==> src/rtl/rf_wr_arbiter_pkg.sv <==
// rtl/rf_wr_arbiter_pkg.sv - shared parameters and types for the register-file write arbiter
package rf_wr_arbiter_pkg;

  localparam int XLEN       = 32;
  localparam int REG_AW     = 5;
  localparam int FIFO_DEPTH = 2;
  localparam int STARVE_MAX = 3;

  localparam int ADDR_LINE  = REG_AW;
  localparam int D_SIZE     = XLEN;
  localparam int PTR_W      = $clog2(FIFO_DEPTH);
  localparam int LVL_W      = $clog2(FIFO_DEPTH + 1);
  localparam int STARVE_W   = $clog2(STARVE_MAX + 1);

  typedef struct packed {
    logic [ADDR_LINE-1:0] addr;
    logic [D_SIZE-1:0]    data;
  } rf_entry_t;

  typedef enum logic [1:0] {
    GNT_NONE = 2'd0,
    GNT_A    = 2'd1,
    GNT_B    = 2'd2
  } grant_e;

  function automatic logic [PTR_W-1:0] ptr_inc(input logic [PTR_W-1:0] ptr);
    return (ptr == PTR_W'(FIFO_DEPTH - 1)) ? '0 : ptr + 1'b1;
  endfunction

endpackage

==> src/rtl/rf_wr_arbiter_if.sv <==
// rtl/rf_wr_arbiter_if.sv - write-back, long-latency and register-file port bundle
interface rf_wr_arbiter_if;
  import rf_wr_arbiter_pkg::*;

  logic              wb_valid;
  logic [REG_AW-1:0] wb_addr;
  logic [XLEN-1:0]   wb_data;
  logic              wb_stall;
  logic              lu_valid;
  logic [REG_AW-1:0] lu_addr;
  logic [XLEN-1:0]   lu_data;
  logic              lu_ready;
  logic              rf_we;
  logic [REG_AW-1:0] rf_waddr;
  logic [XLEN-1:0]   rf_wdata;
  logic [LVL_W-1:0]  fifo_level;

  modport master (
    output wb_valid, wb_addr, wb_data, lu_valid, lu_addr, lu_data,
    input  wb_stall, lu_ready, rf_we, rf_waddr, rf_wdata, fifo_level
  );

  modport slave (
    input  wb_valid, wb_addr, wb_data, lu_valid, lu_addr, lu_data,
    output wb_stall, lu_ready, rf_we, rf_waddr, rf_wdata, fifo_level
  );

endinterface

==> src/rtl/rf_wr_fifo.sv <==
// rtl/rf_wr_fifo.sv - small in-order buffer for long-latency results, exposes every entry address
module rf_wr_fifo
  import rf_wr_arbiter_pkg::*;
(
  input  logic              clk,
  input  logic              rst_n,
  input  logic              push_i,
  input  rf_entry_t         push_entry_i,
  input  logic              pop_i,
  output rf_entry_t         head_o,
  output logic [LVL_W-1:0]  level_o,
  output logic [REG_AW-1:0] entry_addr_o [FIFO_DEPTH],
  output logic [FIFO_DEPTH-1:0] entry_valid_o
);

  rf_entry_t        mem_q [FIFO_DEPTH];
  logic [PTR_W-1:0] wr_ptr_q, wr_ptr_d;
  logic [PTR_W-1:0] rd_ptr_q, rd_ptr_d;
  logic [LVL_W-1:0] level_q, level_d;

  always_comb begin
    wr_ptr_d = push_i ? ptr_inc(wr_ptr_q) : wr_ptr_q;
    rd_ptr_d = pop_i  ? ptr_inc(rd_ptr_q) : rd_ptr_q;
    level_d  = level_q;
    case ({push_i, pop_i})
      2'b10:   level_d = level_q + 1'b1;
      2'b01:   level_d = level_q - 1'b1;
      default: level_d = level_q;
    endcase
  end

  always_ff @(posedge clk) begin
    if (!rst_n) begin
      wr_ptr_q <= '0;
      rd_ptr_q <= '0;
      level_q  <= '0;
    end else begin
      wr_ptr_q <= wr_ptr_d;
      rd_ptr_q <= rd_ptr_d;
      level_q  <= level_d;
    end
  end

  always_ff @(posedge clk) begin
    if (push_i) mem_q[wr_ptr_q] <= push_entry_i;
  end

  // An entry is live when its distance from the read pointer is below the level.
  always_comb begin
    for (int i = 0; i < FIFO_DEPTH; i++) begin
      entry_valid_o[i] = {1'b0, PTR_W'(PTR_W'(i) - rd_ptr_q)} < level_q;
      entry_addr_o[i]  = mem_q[i].addr;
    end
  end

  assign head_o  = mem_q[rd_ptr_q];
  assign level_o = level_q;

endmodule

==> src/rtl/rf_wr_arbiter.sv <==
// rtl/rf_wr_arbiter.sv - arbitrates pipeline write-back against buffered long-latency results
module rf_wr_arbiter
  import rf_wr_arbiter_pkg::*;
(
  input  logic           clk,
  input  logic           rst_n,
  rf_wr_arbiter_if.slave bus
);

  rf_entry_t         head;
  logic [LVL_W-1:0]  level;
  logic [REG_AW-1:0] entry_addr [FIFO_DEPTH];
  logic [FIFO_DEPTH-1:0] entry_valid;

  logic   lu_ready, push, pop;
  logic   b_req, waw_hit, force_b;
  grant_e grant;

  logic [STARVE_W-1:0] starve_q, starve_d;
  logic                rf_we_q, rf_we_d;
  logic [REG_AW-1:0]   rf_waddr_q, rf_waddr_d;
  logic [XLEN-1:0]     rf_wdata_q, rf_wdata_d;

  // B is masked during reset so the pipeline sees an empty buffer.
  assign lu_ready = rst_n && (level < LVL_W'(FIFO_DEPTH));
  assign b_req    = rst_n && (level != '0);
  assign push     = bus.lu_valid && lu_ready;
  assign pop      = (grant == GNT_B);

  rf_wr_fifo u_fifo (
    .clk           (clk),
    .rst_n         (rst_n),
    .push_i        (push),
    .push_entry_i  ('{addr: bus.lu_addr, data: bus.lu_data}),
    .pop_i         (pop),
    .head_o        (head),
    .level_o       (level),
    .entry_addr_o  (entry_addr),
    .entry_valid_o (entry_valid)
  );

  always_comb begin
    waw_hit = 1'b0;
    for (int i = 0; i < FIFO_DEPTH; i++) begin
      if (entry_valid[i] && (entry_addr[i] == bus.wb_addr)) waw_hit = 1'b1;
    end
  end

  assign force_b = (level == LVL_W'(FIFO_DEPTH)) || (starve_q == STARVE_W'(STARVE_MAX)) || waw_hit;

  always_comb begin
    grant = GNT_NONE;
    if (bus.wb_valid && b_req) grant = force_b ? GNT_B : GNT_A;
    else if (bus.wb_valid)     grant = GNT_A;
    else if (b_req)            grant = GNT_B;
  end

  always_comb begin
    starve_d = '0;
    if (b_req && (grant != GNT_B)) begin
      starve_d = (starve_q == STARVE_W'(STARVE_MAX)) ? starve_q : starve_q + 1'b1;
    end
  end

  always_comb begin
    rf_waddr_d = rf_waddr_q;
    rf_wdata_d = rf_wdata_q;
    case (grant)
      GNT_A: begin
        rf_waddr_d = bus.wb_addr;
        rf_wdata_d = bus.wb_data;
      end
      GNT_B: begin
        rf_waddr_d = head.addr;
        rf_wdata_d = head.data;
      end
      default: ;
    endcase
    // r0 is hardwired: the request is consumed but never written.
    rf_we_d = (grant != GNT_NONE) && (rf_waddr_d != '0);
  end

  always_ff @(posedge clk) begin
    if (!rst_n) begin
      starve_q   <= '0;
      rf_we_q    <= 1'b0;
      rf_waddr_q <= '0;
      rf_wdata_q <= '0;
    end else begin
      starve_q   <= starve_d;
      rf_we_q    <= rf_we_d;
      rf_waddr_q <= rf_waddr_d;
      rf_wdata_q <= rf_wdata_d;
    end
  end

  assign bus.wb_stall   = bus.wb_valid && (grant != GNT_A);
  assign bus.lu_ready   = lu_ready;
  assign bus.rf_we      = rf_we_q;
  assign bus.rf_waddr   = rf_waddr_q;
  assign bus.rf_wdata   = rf_wdata_q;
  assign bus.fifo_level = level;

endmodule

==> src/flat_wrapper.sv <==
// flat-port wrapper written by rule: the top's interface ports become plain ports
module rf_wr_arbiter_flat import rf_wr_arbiter_pkg::*;
  (clk, rst_n, bus_wb_valid, bus_wb_addr, bus_wb_data, bus_lu_valid, bus_lu_addr, bus_lu_data, bus_wb_stall, bus_lu_ready, bus_rf_we, bus_rf_waddr, bus_rf_wdata, bus_fifo_level);
  rf_wr_arbiter_if bus_i ();
  input  logic clk;
  input  logic rst_n;
  input wire logic [$bits(bus_i.wb_valid)-1:0] bus_wb_valid;
  input wire logic [$bits(bus_i.wb_addr)-1:0] bus_wb_addr;
  input wire logic [$bits(bus_i.wb_data)-1:0] bus_wb_data;
  input wire logic [$bits(bus_i.lu_valid)-1:0] bus_lu_valid;
  input wire logic [$bits(bus_i.lu_addr)-1:0] bus_lu_addr;
  input wire logic [$bits(bus_i.lu_data)-1:0] bus_lu_data;
  output wire logic [$bits(bus_i.wb_stall)-1:0] bus_wb_stall;
  output wire logic [$bits(bus_i.lu_ready)-1:0] bus_lu_ready;
  output wire logic [$bits(bus_i.rf_we)-1:0] bus_rf_we;
  output wire logic [$bits(bus_i.rf_waddr)-1:0] bus_rf_waddr;
  output wire logic [$bits(bus_i.rf_wdata)-1:0] bus_rf_wdata;
  output wire logic [$bits(bus_i.fifo_level)-1:0] bus_fifo_level;
  assign bus_i.wb_valid = bus_wb_valid;
  assign bus_i.wb_addr = bus_wb_addr;
  assign bus_i.wb_data = bus_wb_data;
  assign bus_i.lu_valid = bus_lu_valid;
  assign bus_i.lu_addr = bus_lu_addr;
  assign bus_i.lu_data = bus_lu_data;
  assign bus_wb_stall = bus_i.wb_stall;
  assign bus_lu_ready = bus_i.lu_ready;
  assign bus_rf_we = bus_i.rf_we;
  assign bus_rf_waddr = bus_i.rf_waddr;
  assign bus_rf_wdata = bus_i.rf_wdata;
  assign bus_fifo_level = bus_i.fifo_level;
  rf_wr_arbiter u_core (.clk(clk), .rst_n(rst_n), .bus(bus_i));
endmodule
==> config.mk <==
export PLATFORM = sky130hd
export DESIGN_NAME = rf_wr_arbiter_flat
export DESIGN_NICKNAME = d
export VERILOG_FILES = /design/src/rtl/rf_wr_arbiter_pkg.sv /design/src/rtl/rf_wr_arbiter_if.sv /design/src/rtl/rf_wr_fifo.sv /design/src/rtl/rf_wr_arbiter.sv /design/src/flat_wrapper.sv
export SDC_FILE = /design/constraint.sdc
export NUM_CORES = 1
export LEC_CHECK = 0
export ABC_AREA = 1
export ABC_CLOCK_PERIOD_IN_PS = 3900
export CORE_MARGIN = 2
export CORE_UTILIZATION = 63
export CTS_CLUSTER_DIAMETER = 50
export DETAILED_ROUTE_END_ITERATION = 6
export DONT_BUFFER_PORTS = 1
export PLACE_DENSITY = 0.78
export SLEW_MARGIN = 20
export SYNTH_ARGS = -nofsm -noshare
export SYNTH_HDL_FRONTEND = slang
export SYNTH_SLANG_ARGS = --single-unit
==> constraint.sdc <==
create_clock -name clk -period 3.9 [get_ports clk]
set_input_delay 0.78 -clock clk [delete_from_list [all_inputs] [get_ports clk]]
set_output_delay 0.78 -clock clk [all_outputs]
set_load 0.02 [all_outputs]
==> metrics.yaml <==
critical_path:
  crit_path_max_fanout: 9
  startpoint_type: "register"
  cp_top_family: "simple AND/OR/NAND/NOR gates"
  crit_chain: "a21oi_1 -> nor2_1 -> nand3_1 -> nand3_4 -> nand2_4 -> nor2_1"
  worst_setup_path_end_kind: "output port"
  critPathBufInv: 0
  required_ns: 3.12
  crit_path_frequent_cell: "nor2_1"
  critPathArrivalTime_ns: 2.07
  cp_slowest_cell: "dfxtp_1"
  critPathKind: "register to output port"
  r2r_slack_ns: 1.40
  slowest_delay_ns: 0.60
floorplanning:
  die_y_um: 92.96
  fp.coreArea_mm2: 0.007687
  fp.dieW_um: 92.96
  start_util_pct: 64.86
  io_pins: 120
  die_area_mm2: 0.008642
  rows: 32
cells_and_area:
  fill_cells: 556
  drive_above_1_share_pct: 15.40
  finalCoreUtilization_pct: 73.01
  antenna_cells: 0
  final_net_count: 554
  syn_to_final_growth_pct: 12.57
global_routing:
  grt_pass1_wl_um: 16260
  grt_max_degree: 45
  antenna_found_initial: 0
  grt-ovfl-total: 0
  grt_pass1_vias: 3385
  grt_usage_pct: 25.03
clock_network:
  post-cts-setup-buffers: 0
  holdBufCountCts: 0
  cts_buffers: 17
  cts_root_buffer: "clkbuf_8"
  clock_path_buffers: 2
  h-tree-depth: 4
  cts_num_sinks: 119
  cts_tree: "yes"
  cts_resized: 0
  clock_latency_ns: 0.52
  clk_pin_slew_ns: 0.06
sta:
  finalHoldViolCount: 0
  slew_headroom_pct: 32.14
  worst_pin_slew_ns: 1.017
  period_share_pct: 73.06
  finalSetupViolCount: 0
  fmax_ghz: 0.3510
  slew_violations: 0
  fin_skew_ns: 0.01735
  fin_crit_ns: 2.849
  tns_ns: 0
  rsz0062_at_grt: "no"
drt:
  drc_errors: 0
  route.vias.total: 3365
  ant_nets: 0
  vias_per_cell: 5.713
  dr.pass1.iters: 5
  drt_iter0_markers: 137
  routedWlPerCell_um: 17.07
  routed_wl_um: 10050
logic_synthesis:
  syn_nets: 556
  synth_cell_type_count: 29
  ys_warn_count: 0
  synth_area_mm2: 0.004986
  synth_top_area_share_pct: 44.57
  ys_seq_area_share_pct: 62.63
  synthCells: 476
  yosys.area.top_type: "edfxtp_1"
  synth-seq-cells: 119
  synth.avg_cell_area_um2: 10.47
  synth.area.top_cells: "edfxtp_1 45%, dfxtp_1 18%, nand2_1 9.7%"
placed_design:
  place.gp.congestion: 0.7652
  io_buffer_count: 0
  post-dp-hpwl_um: 6495
power_and_ir_drop:
  leakagePower_uw: 0.002136
  ir_drop_uv: 437.9
  p_per_area_mw_per_mm2: 643.8
job:
  drv_cap: 0
status:
  status: "finished, final reports clean"
worst_hold_path:
  hold_path_class: "input port to register"
## power breakdown
| part | leakage, uW | switching (uW) | internal, uW | total, uW |
|---|---|---|---|---|
| clock | 0.000287 | 531 | 1010 | 1540 |
| combinational | 0.000798 | 298 | 138 | 436 |
| sequential | 0.00105 | 175 | 1460 | 1640 |
| total | 0.00214 | 1000 | 2610 | 3610 |
## area by class of cell
cell class	instances	area [um2]	share of cell area, %
timing repair buffer	4	30.03	0.5350
tap	102	127.6	2.274
inverter	30	115.1	2.051
clock inverter	10	145.1	2.586
sequential	119	3124	55.66
clock buffer	22	452.9	8.070
multi-input combinational	302	1618	28.82
## state kept, by name, indices dropped and copies added, names as in the netlist, named ones only
name and flops:
u_core.u_fifo.mem_q 74, u_core.bus.rf_wdata 32, u_core.bus.rf_waddr 5, u_core.starve_q 2, u_core.u_fifo.level_o 2, u_core.bus.rf_we 1
u_core.u_fifo.rd_ptr_q 1, u_core.u_fifo.wr_ptr_q 1
## path summary, 6_finish.rpt
| path | to | from | cells past startpoint |
|---|---|---|---|
| hold reg to reg | register | u_core.u_fifo.rd_ptr_q | 2 |
| setup / recovery | bus_wb_stall | u_core.u_fifo.level_o[1] | 6 |
| setup reg to reg | u_core.u_fifo.mem_q[1][36] | u_core.u_fifo.level_o[1] | 4 |
| hold / removal | u_core.u_fifo.mem_q[1][2] | bus_lu_data[2] | 0 |
## layer usage
| layer | share of wire [%] | global-route usage, % | vias to the layer above |
|---|---|---|---|
| li1 | - | - | 1633 |
| met1 | 39 | 30.10 | 1571 |
| met2 | 50 | 40.52 | 140 |
| met3 | 9.4 | 9.683 | 21 |
| met4 | 1.7 | 10.29 | 0 |
| met5 | 0 | 0 | - |
## through the flow
| step | worst slack, ns | total power [uW] | std cells | instance area (um2) | hold slack, ns |
|---|---|---|---|---|---|
| CTS | 1.057 | 3636 | 589 | 5613 | 0.3426 |
| global placement | 1.101 | 2078 | 557 | 5015 | 0.4977 |
| detailed placement | 1.060 | 2099 | 557 | 5015 | 0.5053 |
| finish | 1.051 | 3614 | 589 | 5613 | 0.3496 |
| floorplan | 0.3107 | 2023 | 476 | 4986 | 0.4592 |
| global route | 0.9734 | 3764 | 589 | 5613 | 0.3404 |
## placed cells by master (no fill, tap or decap)
cell	synthesis	final
inv_4	1	1
bufinv_16	0	3
o21ai_1	24	24
nor2_1	22	20
dfxtp_2	0	1
inv_6	0	1
o211ai_2	18	18
nand3_2	9	9
clkinv_1	0	1
a21oi_1	10	10
nor4_4	1	1
nor2_4	0	3
clkbuf_8	0	3
clkinvlp_4	0	1
xnor2_1	1	1
buf_4	1	4
or2_2	1	1
a21oi_4	1	1
clkbuf_1	15	3
clkinv_4	0	4
nand2_4	1	1
nand2_1	129	129
ha_1	2	2
o21ai_0	9	9
xor2_1	2	2
inv_1	24	24
nand3_4	1	1
inv_2	5	5
nand3_1	68	68
edfxtp_1	74	74
clkbuf_16	0	16
mux2i_1	1	1
dfxtp_1	45	44
nor2_8	1	1
## cell families after synthesis
group | Yosys count | synth area share [%]
multiplexers | 1 | 0.2008
XOR/XNOR | 3 | 0.5271
flip-flops | 119 | 62.63
AO/OA/AOI/OAI | 62 | 9.160
adder cells (fa/ha/maj) | 2 | 0.5018
buffers and inverters | 55 | 5.320
AND/OR/NAND/NOR | 234 | 21.66
## Yosys cell counts
master,number
xnor2_1,1
xor2_1,2
mux2i_1,1
nand2_1,129
buf_4,1
o211ai_2,18
dfxtp_1,45
nor2_2,1
nand3_2,9
nor4_4,1
clkbuf_1,15
nand3_1,68
nand3_4,1
nor2_8,1
edfxtp_1,74
nor2_1,22
inv_1,24
a21oi_1,10
a21oi_4,1
buf_6,5
nand2_4,1
inv_4,1
o21ai_1,24
buf_8,1
inv_2,5
or2_2,1
o21ai_0,9
buf_2,3
ha_1,2
Power figures use the tool's default switching activity.
